$ cat src/rtl/subpix_pkg.sv
// Shared constants and the fetch FSM state type for the sub-pixel interpolation path.
package subpix_pkg;

  localparam int unsigned PIX_W      = 8;
  localparam int unsigned WIN        = 15;
  localparam int unsigned TAP_MARGIN = 3;
  localparam int unsigned FIR_TAPS   = 8;

  typedef enum logic [2:0] {
    StIdle,
    StIssue,
    StCapture,
    StPresent,
    StDone
  } fetch_state_e;

endpackage

$ cat src/rtl/coord_clamp.sv
// Signed base - TAP_MARGIN + offset, clamped to [0, LIMIT-1] for frame edge padding.
module coord_clamp
  import subpix_pkg::*;
#(
  parameter int unsigned COORD_W = 9,
  parameter int unsigned OFF_W   = 4,
  parameter int unsigned LIMIT   = 400
) (
  input  logic [COORD_W-1:0] i_base,
  input  logic [OFF_W-1:0]   i_off,
  output logic [COORD_W-1:0] o_coord
);

  localparam int unsigned SUM_W = COORD_W + 2;
  localparam logic signed [SUM_W-1:0] MARGIN_S = SUM_W'(TAP_MARGIN);
  localparam logic signed [SUM_W-1:0] MAX_S    = SUM_W'(LIMIT - 1);

  logic signed [SUM_W-1:0] w_sum;

  // Two extra bits keep base + offset positive-representable and the underflow sign-visible.
  assign w_sum = $signed({2'b00, i_base}) - MARGIN_S + $signed(SUM_W'(i_off));

  always_comb begin
    o_coord = w_sum[COORD_W-1:0];
    if (w_sum[SUM_W-1]) begin
      o_coord = '0;
    end else if (w_sum > MAX_S) begin
      o_coord = MAX_S[COORD_W-1:0];
    end
  end

endmodule

$ cat src/rtl/ref_window_fetch.sv
// Fetches the 15x15 edge-padded luma window around an 8x8 block, one pixel read per cycle,
// and streams it out as packed rows for the sub-pixel interpolator.
module ref_window_fetch
  import subpix_pkg::*;
#(
  parameter int unsigned FRAME_W = 400,
  parameter int unsigned FRAME_H = 300,
  parameter int unsigned ADDR_W  = 17,
  parameter int unsigned COORD_W = 9
) (
  input  logic                   i_clk,
  input  logic                   i_rst,
  input  logic                   i_start,
  input  logic [COORD_W-1:0]     i_blk_x,
  input  logic [COORD_W-1:0]     i_blk_y,
  output logic                   o_busy,
  output logic                   o_done,
  output logic                   o_mem_rd_en,
  output logic [ADDR_W-1:0]      o_mem_addr,
  input  logic [PIX_W-1:0]       i_mem_rd_data,
  output logic [WIN*PIX_W-1:0]   o_row_data,
  output logic [3:0]             o_row_idx,
  output logic                   o_row_valid,
  input  logic                   i_row_ready
);

  localparam logic [3:0] LAST = 4'(WIN - 1);

  fetch_state_e r_state, w_next_state;

  logic [COORD_W-1:0]   r_blk_x, r_blk_y;
  logic [3:0]           r_col, r_row;
  logic                 r_pend_vld;
  logic [3:0]           r_pend_col;
  logic [WIN*PIX_W-1:0] r_row_data;

  logic [COORD_W-1:0]   w_x, w_y;
  logic [ADDR_W-1:0]    w_addr;
  logic                 w_accept;
  logic                 w_handshake;

  coord_clamp #(
    .COORD_W (COORD_W),
    .OFF_W   (4),
    .LIMIT   (FRAME_W)
  ) u_clamp_x (
    .i_base  (r_blk_x),
    .i_off   (r_col),
    .o_coord (w_x)
  );

  coord_clamp #(
    .COORD_W (COORD_W),
    .OFF_W   (4),
    .LIMIT   (FRAME_H)
  ) u_clamp_y (
    .i_base  (r_blk_y),
    .i_off   (r_row),
    .o_coord (w_y)
  );

  assign w_addr      = ADDR_W'(w_y) * ADDR_W'(FRAME_W) + ADDR_W'(w_x);
  assign w_accept    = (r_state == StIdle) && i_start;
  assign w_handshake = (r_state == StPresent) && i_row_ready;

  always_ff @(posedge i_clk) begin
    if (i_rst) begin
      r_state <= StIdle;
    end else begin
      r_state <= w_next_state;
    end
  end

  always_comb begin
    w_next_state = r_state;
    unique case (r_state)
      StIdle:    if (i_start) w_next_state = StIssue;
      StIssue:   if (r_col == LAST) w_next_state = StCapture;
      StCapture: w_next_state = StPresent;
      StPresent: if (i_row_ready) w_next_state = (r_row == LAST) ? StDone : StIssue;
      StDone:    w_next_state = StIdle;
      default:   w_next_state = StIdle;
    endcase
  end

  always_comb begin
    o_busy      = 1'b0;
    o_done      = 1'b0;
    o_mem_rd_en = 1'b0;
    o_mem_addr  = '0;
    o_row_valid = 1'b0;
    unique case (r_state)
      StIdle: ;
      StIssue: begin
        o_busy      = 1'b1;
        o_mem_rd_en = 1'b1;
        o_mem_addr  = w_addr;
      end
      StCapture: o_busy = 1'b1;
      StPresent: begin
        o_busy      = 1'b1;
        o_row_valid = 1'b1;
      end
      StDone:  o_done = 1'b1;
      default: ;
    endcase
  end

  assign o_row_data = r_row_data;
  assign o_row_idx  = r_row;

  always_ff @(posedge i_clk) begin
    if (i_rst) begin
      r_blk_x    <= '0;
      r_blk_y    <= '0;
      r_col      <= '0;
      r_row      <= '0;
      r_pend_vld <= 1'b0;
      r_pend_col <= '0;
      r_row_data <= '0;
    end else begin
      // The column tag travels with the read so each pixel lands in its own lane.
      r_pend_vld <= o_mem_rd_en;
      r_pend_col <= r_col;
      for (int c = 0; c < int'(WIN); c++) begin
        if (r_pend_vld && (r_pend_col == 4'(c))) begin
          r_row_data[c*PIX_W +: PIX_W] <= i_mem_rd_data;
        end
      end
      if (w_accept) begin
        r_blk_x <= i_blk_x;
        r_blk_y <= i_blk_y;
        r_col   <= '0;
        r_row   <= '0;
      end
      if (r_state == StIssue) begin
        r_col <= (r_col == LAST) ? 4'd0 : r_col + 4'd1;
      end
      if (w_handshake && (r_row != LAST)) begin
        r_row <= r_row + 4'd1;
      end
    end
  end

endmodule

$ cat config.mk
export PLATFORM = sky130hd
export DESIGN_NAME = ref_window_fetch
export DESIGN_NICKNAME = d
export VERILOG_FILES = /design/src/rtl/subpix_pkg.sv /design/src/rtl/coord_clamp.sv /design/src/rtl/ref_window_fetch.sv
export SDC_FILE = /design/constraint.sdc
export NUM_CORES = 1
export LEC_CHECK = 0
export CORE_UTILIZATION = 45
export DETAILED_ROUTE_END_ITERATION = 6
export HOLD_SLACK_MARGIN = 0.05
export PLACE_DENSITY_LB_ADDON = 0.05
export SYNTH_ARGS = -nofsm -noshare
export SYNTH_HDL_FRONTEND = slang
export SYNTH_SLANG_ARGS = --single-unit
$ cat constraint.sdc
create_clock -name i_clk -period 8.72 [get_ports i_clk]
set_clock_uncertainty 0.05 [all_clocks]
set_input_delay 1.744 -clock i_clk [delete_from_list [all_inputs] [get_ports i_clk]]
set_output_delay 1.744 -clock i_clk [all_outputs]
set_load 0.05 [all_outputs]
==> results.md, run 1 <==
- In the final routed layout, each cell accounts on average for 15.6 um.
- The maximum level of the CTS H-tree is 4.
- The final design area excluding fillers is 10500 um^2.
- The met1 wire length is 9.45 mm.
- Setup violations remaining at the end of the flow were counted as 0.
- The number of storage elements in the synthesis netlist is 154.
- Once detailed placement completed, the half-perimeter wirelength came to 14.5 mm.
- For this run, the leading register cell type out of synthesis is dfxtp_1.
- The number of global-route vias before repair is 6250.
- Input and output buffers added on the ports amount to 174.
- The critical path's slowest cell is fa_1.
- The mapped netlist covers 8000 um^2.
- 175 I/O pins were placed.
- The top cell type by area accounts for 38.6% of the synthesized area.
- The ratio of final minimum period to clock period is 94.2%.
- The maximum root-to-sink buffer count is 2.
- The root buffer selected by CTS is clkbuf_16.
- Relative to the synthesized area, the layout overhead comes to 30.9%.
- The count of routing violations after the opening detailed-route iteration is 280.
- The flow ran to the end, and the final reports show no timing, DRC or antenna violations.
- The count of nets after finishing is 1131.
- In the routed design, unresolved DRC markers number 0.
- The endpoint arrival time on the critical path is 6.42 ns.
- The die outline height is 135 um.
- From left edge to right edge, the die measures 135 um.
- Of all flip-flops after synthesis, the portion carrying an async set or reset was 0%.
- In the final timing run, aggregate negative setup slack is 0 ns.
- TritonCTS built the clock tree.
- The core region is 17300 um^2.
- Counting I/O delays and the setup requirement, the final critical path takes 8.22 ns.
- The detail route stage leaves a number of antenna-violating nets equal to 0.
- The detailed router used layers up to and including met4.
- The overall die area is 18300 um^2.
- After synthesis, the most frequently instantiated cells are nor2_1, dfxtp_1, mux2i_1.
- The routed design uses 9.60 mm of met2 wire.
- The starting density of the core is 46.2%.
- The detailed-route via count is 6672.
- The routed wire length is 20.1 mm.
- The buffering stage count on the worst path with inverters included is 4.
- The critical path in this run is classified as reg2out.
- The critical path capture point type is a primary output.
- Setup repair after global routing left no endpoint under its margin.
- The total clock sinks is 154.
- The most frequent cell on the critical path is ha_1.
- Yosys printed 0 warnings.
- The max-cap violation count is 0.
- The most common cell in the netlist is nor2_1.
- Across every metal layer, demand over resource in global routing totals 22.7%.
- The final count of pins violating max slew is 0.
- The number of detailed-routing iterations run before antenna repair is 5.
- In the final layout, the share of cells above drive strength 1 is 5.76%.
- The final hold violation count came to 0.
- STA classifies the critical path startpoint as a flop.
- The cell taking the most area after synthesis is dfxtp_1.
- The highest net fanout along the worst path is 9.
- The worst ir drop on vdd is 0.000445 V.
- The initial antenna violation count is 0.
- Clock-pin slew was measured on the worst setup and hold paths at 0.06 ns.
- In this run the worst hold path is classified as reg2reg.
- In the detailed route, the total length drawn on met3 is 788 um.
- The category of cells accounting for the largest share of critical-path delay is compound AO/OA/AOI/OAI gates.
- Yosys mapped the design onto 65 distinct sky130hd cell types.
- The required time at the worst-slack endpoint is 6.93 ns.
- The number of instances in the synthesized netlist is 900.
- The largest net degree at the start of global routing is 93.
- In this design, the stage delay of the slowest critical-path cell is 0.51 ns.
- The instance area at placement is 9850 um^2.
- The top achievable clock speed is 0.122 GHz.
- For the pin with the worst max-slew slack, the measured transition is 1.21 ns.
- The clock reaches the later pin of the worst-skew pair after 0.42 ns.
- The standby leakage power is 4.33 nW.
- After synthesis, the mean cell area works out to 8.88 um^2.
- The first global-routing pass estimated 32.5 mm of wire.
- The number of nets handed over by synthesis was 985.
- The weighted congestion reported at the end of routability-driven placement is 0.907.
- For this design the ratio of total power to cell area is 242 nW/um^2.
- The number of clock buffers inserted by TritonCTS is 17.
- The number of antenna diodes in the final layout is 0.
- The number of flops mapped to enable cells by yosys is 0.
- By area the synthesized netlist is led by dfxtp_1, mux2i_1, nor2_1.
- Sequential elements use 38.6% of the synthesized area.
- The normalized max-slew margin is 19.2%.
- For this run the aggregate overflow at the end of global routing stands at 0.
- The count of standard-cell rows is 48.
- The routed via count divided by cell count is 5.20.
-- final cells by class --
type	instances	area (um^2)
well taps	225	282
clock inverters	15	180
fillers	1590	6830
flip-flops and latches	154	3080
clock buffers	17	425
repair buffers	179	1770
inverters	28	105
multi-input cells	666	4620
-- sequential cells by signal (all words and copies together), names as in the netlist --
signal	flops
o_row_data	120
o_row_idx	4
r_blk_x	9
r_blk_y	9
r_col	4
r_pend_col	4
r_pend_vld	1
r_state	3
-- worst register-to-register path, cell delays in order, from the launching register on --
cell     delay (ns)
dfxtp_1        0.39
nor4b_2        1.04
buf_4          0.36
nor2_1         0.10
o21ai_0        0.17
a21oi_1        0.08
-- what timing repair did --
action / in CTS / in global routing
buffers inserted: 0 / 1
setup endpoints to repair: 1 / 5
hold endpoints to repair: 0 / 0
resized for setup: 1 / 11
hold buffers: 0 / 0
pin swaps: 0 / 1
-- through the flow --
stage / hold WS (ns) / cells / power (W) / util, % / setup slack [ns]
4_1_cts: 0.448 / 1283 / 0.00255 / 60.4 / 0.0521
3_5_place_dp: 0.430 / 1251 / 0.00178 / 56.9 / 0.436
5_1_grt: 0.463 / 1284 / 0.00270 / 60.5 / 0.00787
3_3_place_gp: 0.422 / 1251 / 0.00179 / 56.9 / 0.575
2_1_floorplan: 0.414 / 900 / 0.00153 / - / 0.611
6_report: 0.444 / 1284 / 0.00253 / 60.5 / 0.502
-- power breakdown --
group	switching (W)	internal [W]	total (W)
combinational	0.000649	0.000410	0.00106
sequential	0.0000127	0.000712	0.000724
clock	0.000317	0.000433	0.000749
-- cell families (layout without fill, tap and decap cells) --
| group | after synthesis | in the layout | share of synthesized area (%) |
|---|---|---|---|
| xor gates and xnor gates | 33 | 33 | 3.71 |
| muxes | 123 | 123 | 15.4 |
| AOI/OAI and AO/OA | 125 | 125 | 10.5 |
| and+or+nand+nor | 330 | 330 | 18.7 |
| adders and majority gates | 55 | 55 | 9.26 |
| DFF | 154 | 154 | 38.6 |
| buffers and inverters | 80 | 239 | 3.91 |
-- metal layers --
metal,track usage [%],vias up
li1,-,3409
met1,29.3,3096
met2,38.2,150
met3,4.71,17
met4,6.05,0
met5,0,-
-- cell usage in the layout, fill, tap and decap left out, types with 3 or more instances in the layout --
master	instances
nand4_1	5
mux2i_1	122
or2_2	4
xnor2_1	18
clkdlybuf4s50_1	168
nand2_1	54
buf_4	6
clkbuf_16	17
nand2b_1	6
fa_1	7
nand3_1	11
nor3_1	9
inv_1	27
nand3b_1	6
nor3b_1	4
a21o_1	9
o31ai_1	6
nor4_1	6
a21oi_1	44
o21a_1	7
or3_1	12
inv_6	5
and2_1	5
o21ai_0	14
xor2_1	14
a211oi_1	7
nor2b_1	10
clkbuf_2	3
dfxtp_1	154
o21ai_1	8
a211o_1	3
and3_1	5
nor2_1	181
ha_1	48
-- path summary, 6_finish.rpt --
path | slack (ns) | to | cells past startpoint | startpoint
min reg2reg | 0.44 | o_row_data[84]$_SDFFE_PP0P_ | 2 | o_row_data[84]$_SDFFE_PP0P_
max | 0.50 | o_mem_addr[16] | 25 | r_blk_y[0]$_SDFFE_PP0P_
min | 0.44 | o_row_data[84]$_SDFFE_PP0P_ | 2 | o_row_data[84]$_SDFFE_PP0P_
max reg2reg | 6.38 | r_col[2]$_SDFFE_PP0P_ | 5 | r_state[0]$_SDFFE_PP0P_
Power figures use the tool's default switching activity.
==> run 2: changes to the inputs <==
Settings changed: ABC_CLOCK_PERIOD_IN_PS set to 10600, GPL_TIMING_DRIVEN set to 0.
Clock period 8.72 ns to 10.6 ns, I/O delays scaled along.
==> run 2 against run 1 <==
Net effect: sequential share of layout area is 0.48 points lower; critical path type unchanged; critical path depth is 3 lower; core utilization is 1.0 points higher.
==> results.md, run 2 (same netlist as run 1, synthesis figures left out) <==
- The run finished with clean final reports.
- In the routed layout, each cell is associated on average with a via count of 5.16.
- The starting density of the core is 46.2%.
- The standby leakage power is 4.36 nW.
- The final count of pins violating max slew was 0.
- The most common cell after layout, fill and taps aside is nor2_1.
- For the worst-skew pair, the clock arrives at the later sink with an insertion delay of 0.42 ns.
- The power per cell area is 197 nW/um^2.
- The count of routing violations after the opening detailed-route iteration is 319.
- The worst setup timing slack at the placement stage is 1.41 ns.
- The count of unresolved DRC violations after routing is 0.
- The register with the most flip-flops in the layout has 120 of them.
- VDD sags by at most 0.000344 V.
- The global-route usage over all layers is 23.2%.
- Setup repair after global routing left no endpoint under its margin.
- The final critical delay including setup and external delays is 9.64 ns.
- Hold repair after CTS inserted 0 buffers.
- The first detailed-routing pass took 7 iterations.
- The detailed-route via count is 6857.
- STA classifies the critical path endpoint as a primary output.
- The start-to-end type of the worst setup path is reg2out.
- The wire length per cell is 15.5 um.
- Among all stages on the critical path, the largest delay is contributed by clkdlybuf4s50_1.
- Entering global routing, the biggest net connects 17 pins.
- The critical path goes through ha_1 -> inv_1 -> fa_1 -> nor2b_1 -> o21ai_1 -> a222oi_1 -> nand3_1 -> a32oi_2 -> a311oi_1 -> nor2_1 -> ha_1 -> ha_1 -> fa_1 -> ha_1 -> nor2b_1 -> o31a_1 -> o31ai_1 -> a21bo_2 -> nor3b_1 -> nand3_1 -> a21oi_1 -> clkdlybuf4s50_1.
- The placed wire-length estimate after detailed placement is 15.6 mm.
- The count of standard-cell rows is 48.
- The overall die area is 18300 um^2.
- The routed design has 20.7 mm of wire.
- At the pin with the least slew margin, the transition time is 1.02 ns.
- The share of layout cells above drive strength 1 is 4.80%.
- The class of the tightest hold or removal check is reg2reg.
- Leaving out fill and tap cells, the most frequent cells in the layout are nor2_1, clkdlybuf4s50_1, dfxtp_1.
- The leftover overflow at the end of global routing is 0.
- The H-tree was split into 4 levels.
- The number of global-route vias before repair is 6343.
- The buffering stage count on the worst path with inverters included is 2.
- At the end of the flow, the number of nets in the layout was 1177.
- The die is 135 um wide.
- Counting along the longest clock path gives a buffer depth of 2.
- The area of the placeable core is 17300 um^2.
- In this run the tightest slew margin relative to its limit is 31.5%.
- The first global-routing pass estimated 32.9 mm of wire.
- Port buffering added 173 buffers.
- Setup violations remaining at the end of the flow were counted as 0.
- After clock tree synthesis, the clock-pin slew on the worst setup and hold paths is 0.07 ns.
- Based on the critical path, the design can be clocked at up to 0.104 GHz.
- In this run the remaining antenna-violating nets after routing total 0.
- The final hold violation count is 0.
- The largest stage delay on the critical path is 0.84 ns.
- Data arrives at the worst endpoint at 7.47 ns.
- The post-cts repair resize count is 0.
- 0 antenna diodes ended up in the layout.
- Setup slack closes at 0.962 ns.
- 175 I/O pins were placed.
- TritonCTS built the clock tree.
- The total negative slack for setup checks is 0 ns.
- The category of the worst setup path launch point is a flop.
- The tree built by TritonCTS fans out to 154 sinks.
- The setup fix buffers added after clock tree synthesis is 0.
- The die outline height is 135 um.
- The initial antenna violation count is 0.
- The highest net fanout along the worst path is 8.
- The growth of design area from synthesis to finish is 33.0%.
- The ratio of final minimum period to clock period is 90.9%.
- The max-cap violation count is 0.
- The tree is rooted in a clkbuf_16.
- The congestion estimate from routability-driven global placement came to 0.871.
- TritonCTS created 17 clock buffers.
- The category of cells accounting for the largest share of critical-path delay is compound AO/OA/AOI/OAI gates.
- The most frequent cell on the critical path is ha_1.
- The required time at the worst-slack endpoint is 8.43 ns.
==> run 2: cell count changes in the layout (fill, tap and decap cells not counted), moves of 2 or more <==
cell             delta
buf_4               -6
buf_1               +4
dlymetal6s2s_1      -2
buf_2               +4
clkbuf_1           +43
clkbuf_2            -3
clkdlybuf4s50_1     +5
==> run 2: path summary, 6_finish.rpt <==
| check | start | endpoint | slack [ns] | cells past startpoint |
|---|---|---|---|---|
| setup / recovery | r_blk_y[1]$_SDFFE_PP0P_ | o_mem_addr[16] | 0.96 | 22 |
| hold / removal | o_row_data[31]$_SDFFE_PP0P_ | o_row_data[31]$_SDFFE_PP0P_ | 0.44 | 2 |
| setup reg to reg | r_state[0]$_SDFFE_PP0P_ | o_row_idx[0]$_SDFFE_PP0P_ | 8.29 | 6 |
| hold reg to reg | o_row_data[31]$_SDFFE_PP0P_ | o_row_data[31]$_SDFFE_PP0P_ | 0.44 | 2 |
==> run 2: layout make-up <==
type	instances	area (um^2)
repair buffers	173	1730
clock inverters	15	203
well taps	225	282
clock buffers	17	425
inverters	28	105
plain buffers	52	208
flip-flops and latches	154	3080
fillers	1563	6660
multi-input cells	666	4600
==> run 2: metal layers <==
metal,share of wire [%],up-vias,global-route usage [%]
li1,-,3493,-
met1,47,3190,30.1
met2,47,161,39.4
met3,4.2,13,3.40
met4,1.1,0,7.68
met5,0,-,0
==> run 2: worst register-to-register path, delay by kind of cell, from the launching register on <==
family                 cells  cell delay, ns
and+or+nand+nor            3            0.99
DFF                        1            0.30
AOI/OAI and AO/OA          1            0.13
buffers and inverters      2            0.73
==> run 2: report_power, final <==
part	switching, W	internal [W]	leakage [nW]
Combinational	0.000523	0.000339	2.81
Sequential	0.00000497	0.000585	1.24
Clock	0.000263	0.000380	0.306
==> run 2: stage by stage <==
stage | instance area [um^2] | hold slack [ns] | instances | power [W] | utilization [%]
after global placement | 10000 | 0.421 | 1298 | 0.00146 | 57.9
final | 10600 | 0.440 | 1330 | 0.00210 | 61.5
after floorplan | 8000 | 0.414 | 900 | 0.00126 | -
after detailed placement | 10000 | 0.429 | 1298 | 0.00146 | 57.9
after CTS | 10600 | 0.446 | 1330 | 0.00211 | 61.5
after global routing | 10600 | 0.469 | 1330 | 0.00224 | 61.5
==> run 3: changes to the inputs <==
Settings changed: ABC_AREA set to 1.
==> run 3 against run 2 <==
Net effect: cell count increased by 15%; count of clock-buffer cells in the layout increased by 2; critical endpoint unchanged; final area is 2.3% lower; highest routed layer unchanged; hold slack got worse by 0.046 ns; critical path depth is 5 higher; routed wire length up 6.2%; sequential power is 3.6% higher; maximum frequency rose by 14%; power increased by 31%; sequential share of layout area is 0.68 points higher; largest power group unchanged; synthesized cell count rose by 23%; sequential cell count did not move.
==> results.md, run 3 <==
- The die outline height is 134 um.
- Counting every net in the synthesized netlist gives 1194.
- The most common cell in the netlist is nor2_1.
- Grouping stages by cell kind, the critical path spends the most delay in adder cells.
- The maximum level of the CTS H-tree is 4.
- Summing the areas of all and, or, nand and nor instances in the mapped netlist gives 26.5% of the synthesized area.
- The chip width is 134 um.
- The largest net degree at the start of global routing is 17.
- The routed design has 22.0 mm of wire.
- The maximum root-to-sink buffer count is 2.
- The clock drives 154 sinks.
- For this run, the slowest stage of the critical path takes 0.80 ns.
- The final critical delay including setup and external delays is 8.47 ns.
- In this run the clock root is driven by a clkbuf_16.
- The first routing iteration left 360 violations.
- In the synthesized netlist, mux cells make up 0% of the area.
- The register with the most flip-flops in the layout has 120 of them.
- The setup fix buffers added after clock tree synthesis is 0.
- Summing the areas of all compound-gate instances in the mapped netlist gives 14.1% of the synthesized area.
- The main combinational cell family by area after synthesis is simple AND/OR/NAND/NOR gates.
- The required time at the worst-slack endpoint is 8.43 ns.
- By count the netlist is led by nor2_1, dfxtp_1, o21ai_0.
- Before antenna repair, the detailed router went through 5 iterations.
- Leaving out fill and tap cells, the most frequent cells in the layout are nor2_1, clkdlybuf4s50_1, dfxtp_1.
- The number of global-route vias before repair is 7038.
- The standby leakage power is 4.66 nW.
- The total of warnings raised by yosys is 0.
- The worst ir drop on vdd is 0.000467 V.
- At the placement stage, the worst setup path has a slack of 2.55 ns.
- The leftover overflow at the end of global routing is 0.
- Across every metal layer, demand over resource in global routing totals 24.6%.
- The post-synthesis async set-or-reset flop share is 0%.
- The post-synth design cell area is 7840 um^2.
- The flow ran to the end, and the final reports show no timing, DRC or antenna violations.
- The number of top-level pins is 175.
- Of the total synthesized cell area, the portion taken by full adders, half adders and majority gates is 9.45%.
- The synthesized design contains 0 enable-type register cells.
- The category of the worst setup path launch point is a flop.
- The floorplan step defined a die boundary enclosing 17900 um^2.
- In this run the worst hold path is classified as reg2reg.
- In this run the worst path has a maximum fanout of 6.
- The weighted congestion reported at the end of routability-driven placement is 0.845.
- The clock insertion delay at the later pin of the skew report is 0.42 ns.
- The worst setup path is captured at a primary output.
- The global-route wire length before repair is 34.9 mm.
- The endpoint arrival time on the critical path is 6.30 ns.
- Setup repair after global routing left no endpoint under its margin.
- The number of clock buffers inserted by TritonCTS is 17.
- Setup violations remaining at the end of the flow were counted as 0.
- The growth of design area from synthesis to finish is 32.6%.
- The clock-pin transition on the worst setup and hold timing paths is 0.06 ns.
- The normalized max-slew margin is 50.9%.
- The final critical-path setup slack is 2.13 ns.
- The total negative slack for setup checks is 0 ns.
- The count of hold buffers inserted by post-cts repair is 0.
- The initial antenna violation count is 1.
- The detailed-route via count is 7593.
- The share of layout cells above drive strength 1 is 4.57%.
- Input and output buffers added on the ports amount to 173.
- Of the available clock period, the critical path in the final layout requires 79.9%.
- The CTS tree is yes.
- The placed wire-length estimate after detailed placement is 16.2 mm.
- The final hold violation count was 0.
- Yosys attributes the largest share of cell area to dfxtp_1, nor2_1, o21ai_0.
- The floorplan has 47 rows.
- The routed via count divided by cell count is 4.95.
- The number of instances in the synthesized netlist is 1109.
- The slew of the pin with the lowest slew margin is 0.737 ns.
- The final core area utilization is 61.8%.
- The number of storage elements in the synthesis netlist is 154.
- The sequential element share of the synthesized area is 39.3%.
- The power per cell area is 263 nW/um^2.
- The tool flagged a number of max-cap violations equal to 0.
- The cell taking the most area after synthesis is dfxtp_1.
- The number of distinct library cells after synthesis is 33.
- The mean instance size in the synthesized netlist is 7.07 um^2.
- In this run the biggest area consumer among cell types represents 39.3% of the synthesized area.
- The wire length per cell is 14.3 um.
- The area of the placeable core is 16800 um^2.
- The number of nets with antenna violations after routing is 0.
- The buffering stage count on the worst path with inverters included is 3.
- The final count of pins violating max slew was 0.
- The number of fillers in the final layout is 1615.
- Leaving out fill and tap cells, the most frequent cell in the layout is nor2_1.
- The slowest stage of the critical path belongs to the cell clkdlybuf4s50_1.
- The count of nets after finishing is 1386.
- The start-to-end type of the worst setup path is reg2out.
- The count of unresolved DRC violations after routing is 0.
- The starting density of the core is 46.6%.
- The post-cts repair resize count is 0.
- The primary flip-flop cell chosen by synthesis mapping is dfxtp_1.
- Based on the critical path, the design can be clocked at up to 0.118 GHz.
- The xor/xnor share of the synthesized area is 2.44%.
run 3: cell count changes in the layout (fill, tap and decap cells not counted), sizes merged, moves of 10 or more:
cell,previous run,this run
or3,12,0
o21ai,23,148
a21oi,44,57
xnor2,19,9
nand3,11,52
mux2i,122,0
nor2b,10,0
nand2,54,130
nor2,181,278
inv,36,148
clkbuf,60,50
nand4,5,17
run 3: report_power, final:
part           switching (W)  total (W)  internal (W)
combinational        0.00104    0.00156      0.000523
clock               0.000260   0.000567      0.000307
sequential         0.0000153   0.000611      0.000595
run 3: logic make-up after synthesis:
kind of cell | count (synthesis)
simple gates | 492
compound gates | 215
buf+inv | 172
flops | 154
fa+ha+maj | 55
xor+xnor | 21
run 3: metal layers:
layer	vias up	wire length, um	share of wire (%)	GRT usage (%)
li1	3958	-	-	-
met1	3431	9610	44	29.9
met2	174	10400	47	41.4
met3	30	1500	6.8	7.11
met4	0	433	2.0	8.59
met5	-	0	0	0
run 3: cell type report:
cell class	instances	area (um^2)	share of cell area (%)
multi-input cells	783	4110	39.5
flip-flops and latches	154	3080	29.7
repair buffers	173	1730	16.7
inverters	141	529	5.09
clock buffers	19	433	4.17
well taps	220	275	2.65
plain buffers	31	116	1.12
clock inverters	13	113	1.08
diodes	1	2.50	0.0241
run 3: worst paths after layout:
kind / from / slack [ns] / cells past startpoint / endpoint
worst max register to register: r_pend_col[0]$_SDFF_PP0_ / 8.73 / 7 / o_row_data[28]$_SDFFE_PP0P_
worst min register to register: o_row_data[7]$_SDFFE_PP0P_ / 0.39 / 2 / o_row_data[7]$_SDFFE_PP0P_
worst min-delay path: o_row_data[7]$_SDFFE_PP0P_ / 0.39 / 2 / o_row_data[7]$_SDFFE_PP0P_
worst max-delay path: r_blk_y[0]$_SDFFE_PP0P_ / 2.13 / 27 / o_mem_addr[16]
run 3: through the flow:
stage	instance area [um^2]	power [W]	hold WS, ns	std cells
2_1_floorplan	7840	0.00182	0.404	1109
3_3_place_gp	9840	0.00216	0.382	1502
3_5_place_dp	9840	0.00218	0.385	1502
4_1_cts	10400	0.00275	0.395	1534
5_1_grt	10400	0.00300	0.414	1534
6_report	10400	0.00274	0.394	1535
run 3: worst register-to-register path: cells and delay by family (launching register included):
family | cells | cell delay, ns
buffers and inverters | 3 | 0.47
flip-flops | 1 | 0.36
AND/OR/NAND/NOR | 4 | 0.89
